### src/rtl/kyber_link_if.sv
// kyber_link_if
//   Stream handshake bundle between the Kyber bridge and its source and sink.
//   A transfer happens on every rising clk edge where valid && ready are both
//   high. valid never depends on ready. Data is stable while valid && !ready.
//   Parameter: DW - data word width.
//   slave  modport: the bridge side.
//                   Inputs are s_valid, s_data and m_ready.
//                   Outputs are s_ready, m_valid and m_data.
//   master modport: the side that drives words in and takes words out.
interface kyber_link_if #(
  parameter int DW = 32
);
  logic          s_valid;
  logic [DW-1:0] s_data;
  logic          s_ready;
  logic          m_valid;
  logic [DW-1:0] m_data;
  logic          m_ready;

  modport slave (
    input  s_valid, s_data, m_ready,
    output s_ready, m_valid, m_data
  );

  modport master (
    output s_valid, s_data, m_ready,
    input  s_ready, m_valid, m_data
  );
endinterface

### src/rtl/kyber_link_bridge.sv
// kyber_link_bridge
//   Framed, buffered bridge for one Kyber public-key (pk) or ciphertext (c)
//   frame per request. The frame length in words is derived from k and DW.
//   A first-word-fall-through FIFO sits between source and sink.
//
//   Optional feature: macro KYBER_LINK_CSUM_EN.
//     When defined, csum holds the XOR checksum of the last delivered frame.
//     When undefined, csum is tied to 0.
//
//   Parameters
//     DW     data word width (32 or 64)
//     DEPTH  FIFO entries (power of two, >= 2)
//
//   Ports
//     clk, rst          clock, and asynchronous active-high reset
//     k                 Kyber rank 2/3/4, sampled when a request is accepted
//     req_pk, req_c     frame requests; pk wins when both are set
//     link              stream bundle (s_* in from the source, m_* out to the sink)
//     ready_pk/ready_c  1-cycle pulse when a frame has fully drained
//     busy              a frame is in progress
//     frame_err         1-cycle pulse: illegal k, or a request arriving while busy
//     csum              checksum of the last frame (0 without KYBER_LINK_CSUM_EN)
//     dbg_state         current FSM state (0 IDLE, 1 XFER, 2 DONE)
module kyber_link_bridge #(
  parameter int DW    = 32,
  parameter int DEPTH = 16
) (
  input  logic          clk,
  input  logic          rst,
  input  logic [2:0]    k,
  input  logic          req_pk,
  input  logic          req_c,
  kyber_link_if.slave   link,
  output logic          ready_pk,
  output logic          ready_c,
  output logic          busy,
  output logic          frame_err,
  output logic [DW-1:0] csum,
  output logic [1:0]    dbg_state
);
  localparam int AW = $clog2(DEPTH);
  localparam int CW = 10;  // longest frame is 392 words

  typedef enum logic [1:0] {
    S_IDLE = 2'd0,
    S_XFER = 2'd1,
    S_DONE = 2'd2
  } state_t;

  state_t        state_q, state_d;
  logic [DW-1:0] mem [DEPTH];
  logic [AW:0]   wr_ptr_q, rd_ptr_q;
  logic [CW-1:0] in_cnt_q, out_cnt_q, len_q, len_req;
  logic          type_pk_q, req_pk_q, req_c_q, frame_err_q;
  logic          full, empty, push, pop;
  logic          accept, k_legal, req_any, req_rise, frame_err_d;

  // The frame byte count, converted to a count of DW-bit words.
  function automatic logic [CW-1:0] frame_len(input logic pk, input logic [2:0] kk);
    logic [15:0] bytes;
    logic [15:0] bits;
    bytes = 16'd0;
    case (kk)
      3'd2:    bytes = pk ? 16'd800  : 16'd768;
      3'd3:    bytes = pk ? 16'd1184 : 16'd1088;
      3'd4:    bytes = 16'd1568;
      default: bytes = 16'd0;
    endcase
    bits      = bytes << 3;
    frame_len = CW'(bits / 16'(DW));
  endfunction

  // The pointers carry one extra wrap bit, so that full and empty can be told apart.
  assign empty = (wr_ptr_q == rd_ptr_q);
  assign full  = (wr_ptr_q[AW] != rd_ptr_q[AW]) &&
                 (wr_ptr_q[AW-1:0] == rd_ptr_q[AW-1:0]);

  // s_ready uses only the registered full flag.
  // As a result, a slot freed by a pop becomes usable in the next cycle.
  assign link.s_ready = (state_q == S_XFER) && !full && (in_cnt_q < len_q);
  assign link.m_valid = !empty;
  assign link.m_data  = empty ? '0 : mem[rd_ptr_q[AW-1:0]];
  assign push         = link.s_valid && link.s_ready;
  assign pop          = link.m_valid && link.m_ready;

  assign k_legal  = (k == 3'd2) || (k == 3'd3) || (k == 3'd4);
  assign req_any  = req_pk || req_c;
  // A request raised during a frame is reported only on its rising edge.
  // A request held over from acceptance is therefore not an error.
  assign req_rise = (req_pk && !req_pk_q) || (req_c && !req_c_q);
  assign len_req  = frame_len(req_pk, k);

  always_comb begin
    state_d     = state_q;
    accept      = 1'b0;
    frame_err_d = 1'b0;
    case (state_q)
      S_IDLE: begin
        if (req_any) begin
          if (k_legal) begin
            accept  = 1'b1;
            state_d = S_XFER;
          end else begin
            frame_err_d = 1'b1;
          end
        end
      end
      S_XFER: begin
        frame_err_d = req_rise;
        if (pop && (out_cnt_q == len_q - CW'(1))) state_d = S_DONE;
      end
      S_DONE: begin
        frame_err_d = req_rise;
        state_d     = S_IDLE;
      end
      default: state_d = S_IDLE;
    endcase
  end

  always_ff @(posedge clk or posedge rst) begin
    if (rst) begin
      state_q     <= S_IDLE;
      wr_ptr_q    <= '0;
      rd_ptr_q    <= '0;
      in_cnt_q    <= '0;
      out_cnt_q   <= '0;
      len_q       <= '0;
      type_pk_q   <= 1'b0;
      req_pk_q    <= 1'b0;
      req_c_q     <= 1'b0;
      frame_err_q <= 1'b0;
    end else begin
      state_q     <= state_d;
      req_pk_q    <= req_pk;
      req_c_q     <= req_c;
      frame_err_q <= frame_err_d;
      if (push) wr_ptr_q <= wr_ptr_q + 1'b1;
      if (pop)  rd_ptr_q <= rd_ptr_q + 1'b1;
      if (accept) begin
        type_pk_q <= req_pk;
        len_q     <= len_req;
        in_cnt_q  <= '0;
        out_cnt_q <= '0;
      end else begin
        if (push) in_cnt_q  <= in_cnt_q + CW'(1);
        if (pop)  out_cnt_q <= out_cnt_q + CW'(1);
      end
    end
  end

  // The storage array needs no reset, because empty masks m_data.
  always_ff @(posedge clk) begin
    if (push) mem[wr_ptr_q[AW-1:0]] <= link.s_data;
  end

  assign busy      = (state_q == S_XFER) || (state_q == S_DONE);
  assign ready_pk  = (state_q == S_DONE) && type_pk_q;
  assign ready_c   = (state_q == S_DONE) && !type_pk_q;
  assign frame_err = frame_err_q;
  assign dbg_state = state_q;

`ifdef KYBER_LINK_CSUM_EN
  logic [DW-1:0] run_x_q, csum_q;

  // The final pop always lands in XFER.
  // So in the DONE cycle, run_x_q already holds the whole frame.
  always_ff @(posedge clk or posedge rst) begin
    if (rst) begin
      run_x_q <= '0;
      csum_q  <= '0;
    end else begin
      if (accept)   run_x_q <= '0;
      else if (pop) run_x_q <= run_x_q ^ link.m_data;
      if (state_q == S_DONE) csum_q <= run_x_q;
    end
  end

  assign csum = csum_q;
`else
  assign csum = '0;
`endif
endmodule

### src/flat_wrapper.sv
// flat-port wrapper written by rule: the top's interface ports become plain ports
module kyber_link_bridge_flat 
#(
  parameter int DW    = 32,
  parameter int DEPTH = 16
)
  (clk, rst, k, req_pk, req_c, ready_pk, ready_c, busy, frame_err, csum, dbg_state, link_s_valid, link_s_data, link_m_ready, link_s_ready, link_m_valid, link_m_data);
  kyber_link_if #(.DW(DW)) link_i ();
  input  logic clk;
  input  logic rst;
  input  logic [2:0] k;
  input  logic req_pk;
  input  logic req_c;
  output logic ready_pk;
  output logic ready_c;
  output logic busy;
  output logic frame_err;
  output logic [DW-1:0] csum;
  output logic [1:0] dbg_state;
  input wire logic [$bits(link_i.s_valid)-1:0] link_s_valid;
  input wire logic [$bits(link_i.s_data)-1:0] link_s_data;
  input wire logic [$bits(link_i.m_ready)-1:0] link_m_ready;
  output wire logic [$bits(link_i.s_ready)-1:0] link_s_ready;
  output wire logic [$bits(link_i.m_valid)-1:0] link_m_valid;
  output wire logic [$bits(link_i.m_data)-1:0] link_m_data;
  assign link_i.s_valid = link_s_valid;
  assign link_i.s_data = link_s_data;
  assign link_i.m_ready = link_m_ready;
  assign link_s_ready = link_i.s_ready;
  assign link_m_valid = link_i.m_valid;
  assign link_m_data = link_i.m_data;
  kyber_link_bridge #(.DW(DW), .DEPTH(DEPTH)) u_core (.clk(clk), .rst(rst), .k(k), .req_pk(req_pk), .req_c(req_c), .link(link_i), .ready_pk(ready_pk), .ready_c(ready_c), .busy(busy), .frame_err(frame_err), .csum(csum), .dbg_state(dbg_state));
endmodule
### config.mk
export PLATFORM = sky130hd
export DESIGN_NAME = kyber_link_bridge_flat
export DESIGN_NICKNAME = d
export VERILOG_FILES = /design/src/rtl/kyber_link_if.sv /design/src/rtl/kyber_link_bridge.sv /design/src/flat_wrapper.sv
export SDC_FILE = /design/constraint.sdc
export NUM_CORES = 1
export LEC_CHECK = 0
export CELL_PAD_IN_SITES_DETAIL_PLACEMENT = 0
export CELL_PAD_IN_SITES_GLOBAL_PLACEMENT = 2
export CORE_ASPECT_RATIO = 0.75
export CORE_MARGIN = 3
export CORE_UTILIZATION = 43
export DETAILED_ROUTE_END_ITERATION = 6
export PLACE_DENSITY_LB_ADDON = 0.1
export SLEW_MARGIN = 20
export SYNTH_ARGS = -nofsm -noshare
export SYNTH_HDL_FRONTEND = slang
export SYNTH_SLANG_ARGS = --single-unit
### constraint.sdc
create_clock -name clk -period 4.2 [get_ports clk]
set_input_delay 0.42 -clock clk [delete_from_list [all_inputs] [get_ports clk]]
set_output_delay 0.42 -clock clk [all_outputs]
set_load 0.01 [all_outputs]
==> impl_summary.txt, run 1 <==
----------------------------------------------------
[Logic synthesis]
  Dominant cells by area after synthesis ... sky130_fd_sc_hd__edfxtp_1 69%, sky130_fd_sc_hd__mux4_2 16%, sky130_fd_sc_hd__dfrtp_1 4.7%
  Most frequently used flop master after synthesis ... sky130_fd_sc_hd__edfxtp_1
  Sequential-to-total area share from yosys stat ... 73.8%
  Number of synthesized register bits ... 554
  FFs w/ async S/R, synth ... 7.58%
  Count of mapped cells out of synthesis ... 1,056
  Synth area leader ... sky130_fd_sc_hd__edfxtp_1
  Yosys top cell area share ... 69.1%
  Number of enable-type register cells in the synthesized netlist ... 512
  Post-synth design cell area ... 22,200 um2
  Avg Synthesized Cell Area ... 21.1 um2
  Number of warnings reported in the yosys synthesis log ... 0
  Count of unique library cells instantiated by Yosys ... 52

[Finish]
  Layout cells sized above 1 ... 24.9%
  Most frequent standard cell in the layout excluding fill and tap cells ... sky130_fd_sc_hd__edfxtp_1
  Top library cells by usage in the layout, fill and taps aside ... 512 x sky130_fd_sc_hd__edfxtp_1, 160 x sky130_fd_sc_hd__mux4_2, 80 x sky130_fd_sc_hd__clkdlybuf4s50_1, 55 x sky130_fd_sc_hd__clkbuf_16, 38 x sky130_fd_sc_hd__dfrtp_1
  Fill cell count ... 4,028
  Sequential cell area ... 16,400 um2
  Net count, final ... 1,234
  Design area ... 25,900 um2
  Area occupied by multi-input gates ... 5440 um2
  Area growth from synthesis to layout ... 16.5%

[Worst setup path]
  Crit start category ... flop
  Critical path endpoint category ... output port
  Delay of the slowest cell on the worst path ... 0.59 ns
  Cell with the biggest individual delay on the critical path ... sky130_fd_sc_hd__mux4_2
  CP Data Required Time ... 3.78 ns
  WS Path Type ... reg -> out
  CP max FO ... 76
  Cell repeated most along the worst path ... sky130_fd_sc_hd__mux4_2
  Arrival time worst endpoint ... 3.54 ns
  List of cells traversed by the critical path ... buf_12 -> mux4_2 -> mux4_2 -> and2_1 -> clkdlybuf4s50_1

[Clocking]
  Bufs on Longest Clock Path ... 3
  Resized Gates After CTS ... 0
  Clock edge transition at the registers on the reported setup and hold paths ... 0.06 ns
  Post-CTS setup buffer count ... 0
  Count of hold buffers inserted by post-cts repair ... 0
  Later-pin clock latency in the skew report ... 0.60 ns
  Number of buffers created by CTS ... 55
  H-tree level count ... 2
  CTS tree ... built
  # clock sinks ... 554
  Root Buffer ... sky130_fd_sc_hd__clkbuf_16

[STA]
  Number of failing setup endpoints in the final timing report ... 0
  Clock period minus final worst setup slack ... 3.96 ns
  Transition at the pin with the smallest max-transition slack ... 1.02 ns
  Worst slew margin ... 31.7%
  Max Fclk ... 0.253 GHz
  Unrepaired setup endpoints after global routing ... false
  Final-layout setup total negative slack ... 0 ns
  Post-route clock period utilization ... 94.3%
  Final count of hold timing violations ... 0
  Final count of pins violating max slew ... 0
  Skew final ... 0.0251 ns

[Placement]
  Placed Area ... 24,000 um2
  Final Wtd Congestion ... 0.731
  Hpwl dp ... 27.3 mm
  Count of input and output buffers ... 80

[Global routing]
  Vias in the first global route ... 10,707
  Antenna violations before repair ... 2
  Global-route usage over all layers ... 18.6%
  Layer carrying the most global-route usage ... met1
  First-pass GRT wire length ... 73.7 mm
  Met3 GRT Util ... 2.99%
  Largest net degree at the start of global routing ... 132
  GRT met2 Usage ... 27.5%
  Met1 GRT Util ... 29.4%
  Overflow left after global routing ... 0

[Detailed routing]
  Routed vias ... 10,440
  DRT Pass-1 Iters ... 5
  Total wire length after detailed routing ... 49.9 mm
  Initial detailed-routing violation count ... 911
  DRC viols ... 0
  Final routed wire length divided by cell count ... 26.6 um
  DR vias/cell ... 5.56
  Post-route antenna net violation count ... 0

[Hold path]
  Worst hold path type ... in -> async

[Floorplanning]
  Area of the die ... 54,500 um2
  Row Count ... 71
  Floorplan die height ... 203 um
  Die Span X ... 269 um
  Starting Density ... 43.9%
  Top-level I/O count ... 113
  Total core area ... 50,600 um2

[Run]
  Maxcap violations ... 0

[Power and ir drop]
  Power Dens Cells ... 639 nW/um2
  Pleak ... 8.52 nW
  Worst supply voltage drop on vdd ... 0.550 mV

[Outcome]
  Result of the run ... finished, final reports clean

----------------------------------------------------
[power by group]
group / leakage, nW / internal [mW] / switching, mW
combinational: 2.46 / 2.67 / 2.25
sequential: 5.13 / 6.21 / 0.191
clock: 0.932 / 3.14 / 2.10
[synth_stat cells (4+ instances only)]
library cell,number
sky130_fd_sc_hd__dfrtp_1,42
sky130_fd_sc_hd__nand2b_1,5
sky130_fd_sc_hd__xor2_1,14
sky130_fd_sc_hd__nand4_1,11
sky130_fd_sc_hd__inv_1,18
sky130_fd_sc_hd__and2_1,37
sky130_fd_sc_hd__mux4_2,160
sky130_fd_sc_hd__nor2_1,26
sky130_fd_sc_hd__xnor2_1,17
sky130_fd_sc_hd__ha_1,18
sky130_fd_sc_hd__nand2_1,19
sky130_fd_sc_hd__clkbuf_1,25
sky130_fd_sc_hd__a21oi_1,8
sky130_fd_sc_hd__o21ai_0,7
sky130_fd_sc_hd__nand3_1,5
sky130_fd_sc_hd__buf_4,33
sky130_fd_sc_hd__mux2i_1,4
sky130_fd_sc_hd__and3_1,22
sky130_fd_sc_hd__edfxtp_1,512
sky130_fd_sc_hd__buf_2,20
[through the flow]
step	setup WS [ns]	hold WS, ns	cells	util [%]	power, mW
6_report	0.241	0.272	1878	51.2	16.6
5_1_grt	0.0744	0.322	1877	51.2	17.3
4_1_cts	0.206	0.391	1877	51.2	16.8
3_5_place_dp	0.828	0.502	1775	47.4	11.5
3_3_place_gp	0.853	0.505	1775	47.4	11.5
2_1_floorplan	0.642	0.451	1087	-	9.75
[critical path, delay by kind of cell (launching register included)]
| kind | cells | cell delay [ns] |
|---|---|---|
| flops | 1 | 0.53 |
| mux | 2 | 1.14 |
| buf+inv | 2 | 0.96 |
| simple gates | 1 | 0.19 |
[flip-flops by register name (all words and copies together) (netlist names)]
name              cells
u_core.dbg_state      2
u_core.frame_err      1
u_core.in_cnt_q      10
u_core.len_q          6
u_core.mem          512
u_core.out_cnt_q     10
u_core.rd_ptr_q       5
u_core.req_c_q        1
u_core.req_pk_q       1
u_core.type_pk_q      1
u_core.wr_ptr_q       5
[layer usage]
metal / up-vias / part of all wire (%)
met3: 65 / 4.3
met2: 236 / 46
li1: 4521 / -
met4: 4 / 1.5
met5: - / 0.050
met1: 5614 / 48
[cell families (layout without fill, tap and decap cells)]
| logic type | count (synthesis) | count (layout) | share of synthesized area, % |
|---|---|---|---|
| buffers and inverters | 100 | 233 | 2.39 |
| DFF | 554 | 554 | 73.8 |
| other | 1 | 33 | 0.0169 |
| AOI/OAI and AO/OA | 45 | 45 | 1.52 |
| adders and majority gates | 18 | 18 | 1.01 |
| muxes | 167 | 167 | 16.5 |
| and+or+nand+nor | 140 | 140 | 3.48 |
| xor gates and xnor gates | 31 | 31 | 1.22 |
[layout make-up]
type                       instances  area share [%]
antenna                            1         0.00965
clock buffer                      70            5.60
clock inverter                    32            1.84
inverter                          18           0.265
multi-input combinational        433            21.0
sequential                       554            63.4
tap                              657            3.17
timing repair buffer             113            4.72
[final timing paths]
path | from | endpoint | slack [ns] | depth (start not counted)
max | u_core.rd_ptr_q[0] | link_m_data[2] | 0.24 | 5
min | rst | u_core.in_cnt_q[0] | 0.27 | 2
max reg2reg | u_core.len_q[8] | u_core.mem[4][0] | 0.84 | 7
min reg2reg | u_core.type_pk_q | u_core.type_pk_q | 0.52 | 2
max in group asynchronous | rst | u_core.rd_ptr_q[2] | 3.35 | 2
min in group clk | req_c | u_core.req_c_q | 0.43 | 1
Power figures use the tool's default switching activity.
==> run 2, diff against run 1 <==
--- a/config.mk
+++ b/config.mk
@@ -9,7 +9,7 @@
 export CELL_PAD_IN_SITES_GLOBAL_PLACEMENT = 2
 export CORE_ASPECT_RATIO = 0.75
 export CORE_MARGIN = 3
-export CORE_UTILIZATION = 43
+export CORE_UTILIZATION = 47
 export DETAILED_ROUTE_END_ITERATION = 6
 export PLACE_DENSITY_LB_ADDON = 0.1
 export SLEW_MARGIN = 20
==> constraint.sdc (replaced) <==
create_clock -name clk -period 4.5 [get_ports clk]
set_input_delay 0.45 -clock clk [delete_from_list [all_inputs] [get_ports clk]]
set_output_delay 0.45 -clock clk [all_outputs]
set_load 0.01 [all_outputs]
==> impl_summary.txt, run 2 (synthesis gave the netlist of run 1 again) <==
----------------------------------------------------
[Outcome]
  Result of the run ... finished, final reports clean

[Worst setup path]
  Register-to-register setup slack ... 1.24 ns (+0.40 ns)
  WS Path Type ... reg -> out
  Arrival time worst endpoint ... 3.53 ns (about the same)
  FF-to-FF End ... u_core.mem[0][5]
  Worst flop-to-flop path startpoint ... u_core.len_q[8]
  CP Data Required Time ... 4.05 ns (+0.27 ns)
  CP max FO ... 98 (+29%)
  Worst R2R Path Depth ... 7 (unchanged)
  Crit start category ... flop
  Critical path endpoint category ... output port

[Placement]
  Final Wtd Congestion ... 0.734 (+0.37%)
  Count of input and output buffers ... 80 (unchanged)
  Hpwl dp ... 24.7 mm (-9.4%)

[Floorplanning]
  Die Span X ... 257 um (-4.3%)
  Row Count ... 68 (-4.2%)
  Area of the die ... 50,000 um2 (-8.3%)
  Starting Density ... 48.0% (+4.0 points)
  Floorplan die height ... 194 um (-4.2%)
  Total core area ... 46,400 um2 (-8.4%)
  Top-level I/O count ... 113 (unchanged)

[Clocking]
  Later-pin clock latency in the skew report ... 0.57 ns (-0.03 ns)
  Number of buffers created by CTS ... 53 (-3.6%)
  # clock sinks ... 554 (unchanged)
  Root Buffer ... sky130_fd_sc_hd__clkbuf_16
  Post-CTS setup buffer count ... 0 (unchanged)
  Clock edge transition at the registers on the reported setup and hold paths ... 0.06 ns (about the same)
  H-tree level count ... 2 (unchanged)
  Bufs on Longest Clock Path ... 3 (unchanged)
  Resized Gates After CTS ... 0 (unchanged)
  CTS tree ... built
  Count of hold buffers inserted by post-cts repair ... 0 (unchanged)

[Finish]
  Net count, final ... 1,223 (-0.89%)
  Most frequent standard cell in the layout excluding fill and tap cells ... sky130_fd_sc_hd__edfxtp_1
  Diodes inserted ... 0 (-1)
  Area growth from synthesis to layout ... 14.8%
  Layout cells sized above 1 ... 23.8% (-1.1 points)
  Largest register FFs ... 512 (unchanged)
  Top library cells by usage in the layout, fill and taps aside ... 512 x sky130_fd_sc_hd__edfxtp_1, 160 x sky130_fd_sc_hd__mux4_2, 80 x sky130_fd_sc_hd__clkdlybuf4s50_1, 55 x sky130_fd_sc_hd__clkbuf_16, 38 x sky130_fd_sc_hd__dfrtp_1
  Fill cell count ... 3,547 (-12%)

[STA]
  Worst slew margin ... 32.7% (+0.92 points)
  Number of failing setup endpoints in the final timing report ... 0 (unchanged)
  Final-layout setup total negative slack ... 0 ns (unchanged)
  Minimum hold slack ... 0.394 ns (+0.122 ns)
  Final count of pins violating max slew ... 0 (unchanged)
  Clock period minus final worst setup slack ... 3.98 ns
  Max Fclk ... 0.251 GHz
  Final count of hold timing violations ... 0 (unchanged)
  Unrepaired setup endpoints after global routing ... false
  Post-route clock period utilization ... 88.4%
  Skew final ... 0.0190 ns (-0.00616 ns)
  Transition at the pin with the smallest max-transition slack ... 1.01 ns (-0.0159 ns)

[Hold path]
  Worst hold path type ... in -> async

[Detailed routing]
  DRT Pass-1 Iters ... 5 (unchanged)
  Total wire length after detailed routing ... 47.5 mm (-4.9%)
  Routed vias ... 10,357 (-0.80%)
  Post-route antenna net violation count ... 0 (unchanged)
  DRC viols ... 0 (unchanged)
  DR vias/cell ... 5.66 (+1.8%)
  Initial detailed-routing violation count ... 857 (-5.9%)
  Final routed wire length divided by cell count ... 25.9 um (-2.4%)

[Global routing]
  Vias in the first global route ... 10,366 (-3.2%)
  First-pass GRT wire length ... 70.7 mm (-4.0%)
  Antenna violations before repair ... 0 (-2)
  Overflow left after global routing ... 0 (unchanged)
  Largest net degree at the start of global routing ... 132 (unchanged)
  Global-route usage over all layers ... 19.2% (+0.61 points)

[Run]
  Maxcap violations ... 0 (unchanged)

[Power and ir drop]
  Worst supply voltage drop on vdd ... 0.467 mV (-15%)
  Power Dens Cells ... 575 nW/um2 (-10%)
  Pleak ... 8.32 nW (-2.3%)

----------------------------------------------------
==> run 2: cell types whose count changed in the layout (fill, tap and decap cells not counted), sizes merged <==
cell,previous run,this run
inv,21,19
clkinvlp,2,4
buf,33,24
clkbuf,70,68
diode,1,0
clkinv,16,17
bufinv,11,2
==> run 2: layout make-up <==
cell class	count	area [um2]	area share (%)
Inverter	18	67.6	0.265
Sequential cell	554	16400	64.4
Multi-Input combinational cell	433	5440	21.3
Clock inverter	24	173	0.676
Timing Repair Buffer	104	1210	4.72
Clock buffer	68	1430	5.58
Tap cell	630	788	3.09
==> run 2: how the worst max path moves through the flow <==
| stage | startpoint | end | slack (ns) | cells after the start |
|---|---|---|---|---|
| after global routing | u_core.wr_ptr_q[3] | link_m_data[23] | 0.34 | 8 |
| after floorplan | u_core.dbg_state[1] | u_core.mem[3][0] | 0.94 | 9 |
| final | u_core.rd_ptr_q[0] | link_m_data[23] | 0.52 | 5 |
| after CTS | u_core.wr_ptr_q[3] | link_m_data[23] | 0.41 | 8 |
| after global placement | u_core.wr_ptr_q[3] | link_m_data[23] | 1.05 | 8 |
| after detailed placement | u_core.wr_ptr_q[3] | link_m_data[23] | 1.05 | 8 |
==> run 2: routing by layer <==
layer	share of wire [%]	up-vias	global-route usage [%]	wire [um]
li1	-	4496	-	-
met1	47	5504	30.1	22100
met2	46	290	29.0	22100
met3	5.4	67	3.09	2540
met4	1.6	0	3.63	756
met5	0	-	0	0
==> run 2: power breakdown <==
part	total, mW	internal [mW]	switching [mW]
registers	5.95	5.79	0.160
logic	4.56	2.48	2.08
clock network	4.16	2.34	1.83
total	14.7	10.6	4.06
==> run 2: per-stage QoR <==
stage	std cells	total power, mW	utilization [%]	setup slack, ns	instance area [um2]
2_1_floorplan	1087	9.10	-	0.942	22400
3_3_place_gp	1739	10.7	51.6	1.05	23900
3_5_place_dp	1739	10.7	51.6	1.05	23900
4_1_cts	1831	14.9	55.1	0.407	25500
5_1_grt	1831	15.4	55.1	0.343	25500
6_report	1831	14.7	55.1	0.520	25500
==> run 2: worst max-delay path: stages, from the launching register on <==
cell and delay (ns):
sky130_fd_sc_hd__dfrtp_4 0.44, sky130_fd_sc_hd__buf_12 0.54, sky130_fd_sc_hd__mux4_2 0.62, sky130_fd_sc_hd__mux4_2 0.46, sky130_fd_sc_hd__and2_1 0.23, sky130_fd_sc_hd__clkdlybuf4s50_1 0.50
==> run 3, diff against run 2 <==
--- a/config.mk
+++ b/config.mk
@@ -8,7 +8,6 @@
 export CELL_PAD_IN_SITES_DETAIL_PLACEMENT = 0
 export CELL_PAD_IN_SITES_GLOBAL_PLACEMENT = 2
 export CORE_ASPECT_RATIO = 0.75
-export CORE_MARGIN = 3
 export CORE_UTILIZATION = 47
 export DETAILED_ROUTE_END_ITERATION = 6
 export PLACE_DENSITY_LB_ADDON = 0.1
==> impl_summary.txt, run 3 (synthesis gave the netlist of run 1 again) <==
----------------------------------------------------
[Placement]
  Final Wtd Congestion ... 0.723 (-1.5%)
  Count of input and output buffers ... 80 (unchanged)
  Hpwl dp ... 25.1 mm (+1.3%)
  Placed Area ... 23,900 um2 (-0.25%)
  Worst slack at placement ... 1.08 ns (+0.0347 ns)

[Power and ir drop]
  Power Dens Cells ... 581 nW/um2 (+1.1%)
  Worst supply voltage drop on vdd ... 0.543 mV (+16%)
  Pleak ... 8.36 nW (+0.44%)
  Overall Power ... 14.9 mW (+1.3%)

[Finish]
  Design area ... 25,600 um2 (+0.12%)
  Area growth from synthesis to layout ... 14.9%
  Fill cell count ... 3,503 (-1.2%)
  Net count, final ... 1,225 (+0.16%)
  Most frequent standard cell in the layout excluding fill and tap cells ... sky130_fd_sc_hd__edfxtp_1
  Layout cells sized above 1 ... 24.2% (+0.38 points)
  Post-Route Utilization ... 55.1% (+0.067 points)
  Top library cells by usage in the layout, fill and taps aside ... 512 x sky130_fd_sc_hd__edfxtp_1, 160 x sky130_fd_sc_hd__mux4_2, 80 x sky130_fd_sc_hd__clkdlybuf4s50_1, 55 x sky130_fd_sc_hd__clkbuf_16, 38 x sky130_fd_sc_hd__dfrtp_1
  Largest register FFs ... 512 (unchanged)

[STA]
  Final count of pins violating max slew ... 0 (unchanged)
  Clock period minus final worst setup slack ... 3.96 ns (-0.0245 ns)
  Unrepaired setup endpoints after global routing ... false
  Final-layout setup total negative slack ... 0 ns (unchanged)
  Post-route clock period utilization ... 87.9% (-0.54 points)
  Worst slew margin ... 34.3% (+1.6 points)
  Skew final ... 0.0176 ns (-0.00137 ns)
  Transition at the pin with the smallest max-transition slack ... 0.984 ns (-0.0240 ns)
  Max Fclk ... 0.253 GHz (+0.62%)
  Final count of hold timing violations ... 0 (unchanged)
  Setup slack of the critical path after layout ... 0.545 ns (+0.0245 ns)
  Number of failing setup endpoints in the final timing report ... 0 (unchanged)

[Outcome]
  Result of the run ... finished, final reports clean

[Clocking]
  H-tree level count ... 2 (unchanged)
  Later-pin clock latency in the skew report ... 0.58 ns (about the same)
  Number of buffers created by CTS ... 53 (unchanged)
  Resized Gates After CTS ... 0 (unchanged)
  Bufs on Longest Clock Path ... 3 (unchanged)
  Clock edge transition at the registers on the reported setup and hold paths ... 0.06 ns (about the same)
  CTS tree ... built
  Root Buffer ... sky130_fd_sc_hd__clkbuf_16
  Post-CTS setup buffer count ... 0 (unchanged)
  Count of hold buffers inserted by post-cts repair ... 0 (unchanged)
  # clock sinks ... 554 (unchanged)

[Worst setup path]
  CP max FO ... 44 (-55%)
  Cell family with most CP delay ... buffers and inverters
  Cell repeated most along the worst path ... sky130_fd_sc_hd__mux4_2
  Delay of the slowest cell on the worst path ... 0.69 ns (+0.07 ns)
  List of cells traversed by the critical path ... buf_4 -> mux4_2 -> mux4_2 -> and2_1 -> clkdlybuf4s50_1
  Cell with the biggest individual delay on the critical path ... sky130_fd_sc_hd__buf_4
  Crit start category ... flop
  Worst Path Buf+Inv ... 2 (unchanged)
  WS Path Type ... reg -> out
  Arrival time worst endpoint ... 3.51 ns (-0.02 ns)
  CP Data Required Time ... 4.05 ns (about the same)
  Critical path endpoint category ... output port

[Global routing]
  Largest net degree at the start of global routing ... 132 (unchanged)
  Vias in the first global route ... 10,787 (+4.1%)
  Antenna violations before repair ... 4 (+4)
  Global-route usage over all layers ... 20.6% (+1.4 points)
  First-pass GRT wire length ... 71.5 mm (+1.1%)
  Overflow left after global routing ... 0 (unchanged)

[Detailed routing]
  Post-route antenna net violation count ... 0 (unchanged)
  DR vias/cell ... 5.60 (-0.98%)
  Initial detailed-routing violation count ... 894 (+4.3%)
  DRT Pass-1 Iters ... 5 (unchanged)
  Routed vias ... 10,284 (-0.70%)
  Total wire length after detailed routing ... 47.8 mm (+0.59%)
  Final routed wire length divided by cell count ... 26.0 um (+0.32%)
  DRC viols ... 0 (unchanged)

[Floorplanning]
  Top-level I/O count ... 113 (unchanged)
  Die Span X ... 253 um (-1.6%)
  Floorplan die height ... 190 um (-2.1%)
  Area of the die ... 48,200 um2 (-3.6%)
  Row Count ... 68 (unchanged)
  Starting Density ... 48.0% (unchanged)
  Total core area ... 46,400 um2 (unchanged)

[Hold path]
  Worst hold path type ... in -> async

[Run]
  Maxcap violations ... 0 (unchanged)

----------------------------------------------------
-- run 3: cell count changes in the layout (fill, tap and decap cells not counted), sizes merged --
cell / change
clkinvlp: -1
clkinv: -3
bufinv: +3
diode: +3
buf: +2
inv: +1
-- run 3: power by group --
part | switching (mW) | internal [mW] | leakage, nW
Combinational | 2.07 | 2.47 | 2.42
Clock | 1.86 | 2.52 | 0.814
Sequential | 0.157 | 5.79 | 5.13
Total | 4.08 | 10.8 | 8.36
-- run 3: final timing paths --
kind	startpoint	to	slack (ns)	depth (start not counted)
max	u_core.rd_ptr_q[0]	link_m_data[29]	0.54	5
min	rst	u_core.in_cnt_q[3]	0.17	2
max reg2reg	u_core.len_q[8]	u_core.mem[0][21]	1.17	7
min reg2reg	u_core.type_pk_q	u_core.type_pk_q	0.50	2
max in group asynchronous	rst	u_core.rd_ptr_q[1]	3.58	3
min in group clk	req_c	u_core.req_c_q	0.42	1
-- run 3: through the flow --
step | hold WS, ns | cells
after global placement | 0.485 | 1741
after CTS | 0.154 | 1833
after detailed placement | 0.497 | 1741
after floorplan | 0.464 | 1087
after global routing | 0.183 | 1834
final | 0.167 | 1836
-- run 3: layer usage --
metal | vias up | track usage (%) | wire length, um
met5 | - | 0 | 14
met4 | 2 | 4.76 | 728
met3 | 61 | 3.11 | 2170
met2 | 227 | 32.0 | 22600
met1 | 5512 | 31.0 | 22200
li1 | 4482 | - | -
-- run 3: worst reg2reg max path, cell delays in order (launching register included) --
cell and delay (ns):
sky130_fd_sc_hd__dfrtp_1 0.51, sky130_fd_sc_hd__inv_1 0.09, sky130_fd_sc_hd__ha_1 0.19, sky130_fd_sc_hd__or3_1 0.37, sky130_fd_sc_hd__a221o_1 0.33, sky130_fd_sc_hd__a211oi_4 0.46, sky130_fd_sc_hd__and3_2 0.73, sky130_fd_sc_hd__buf_4 0.34
-- run 3: layout make-up --
class	count	area (um2)	share of cell area, %
clock inverters	24	256	1.00
diodes	3	7.51	0.0294
repair buffers	106	1150	4.48
well taps	630	788	3.08
flip-flops and latches	554	16400	64.3
clock buffers	68	1430	5.57
multi-input cells	433	5440	21.3
inverters	18	67.6	0.264
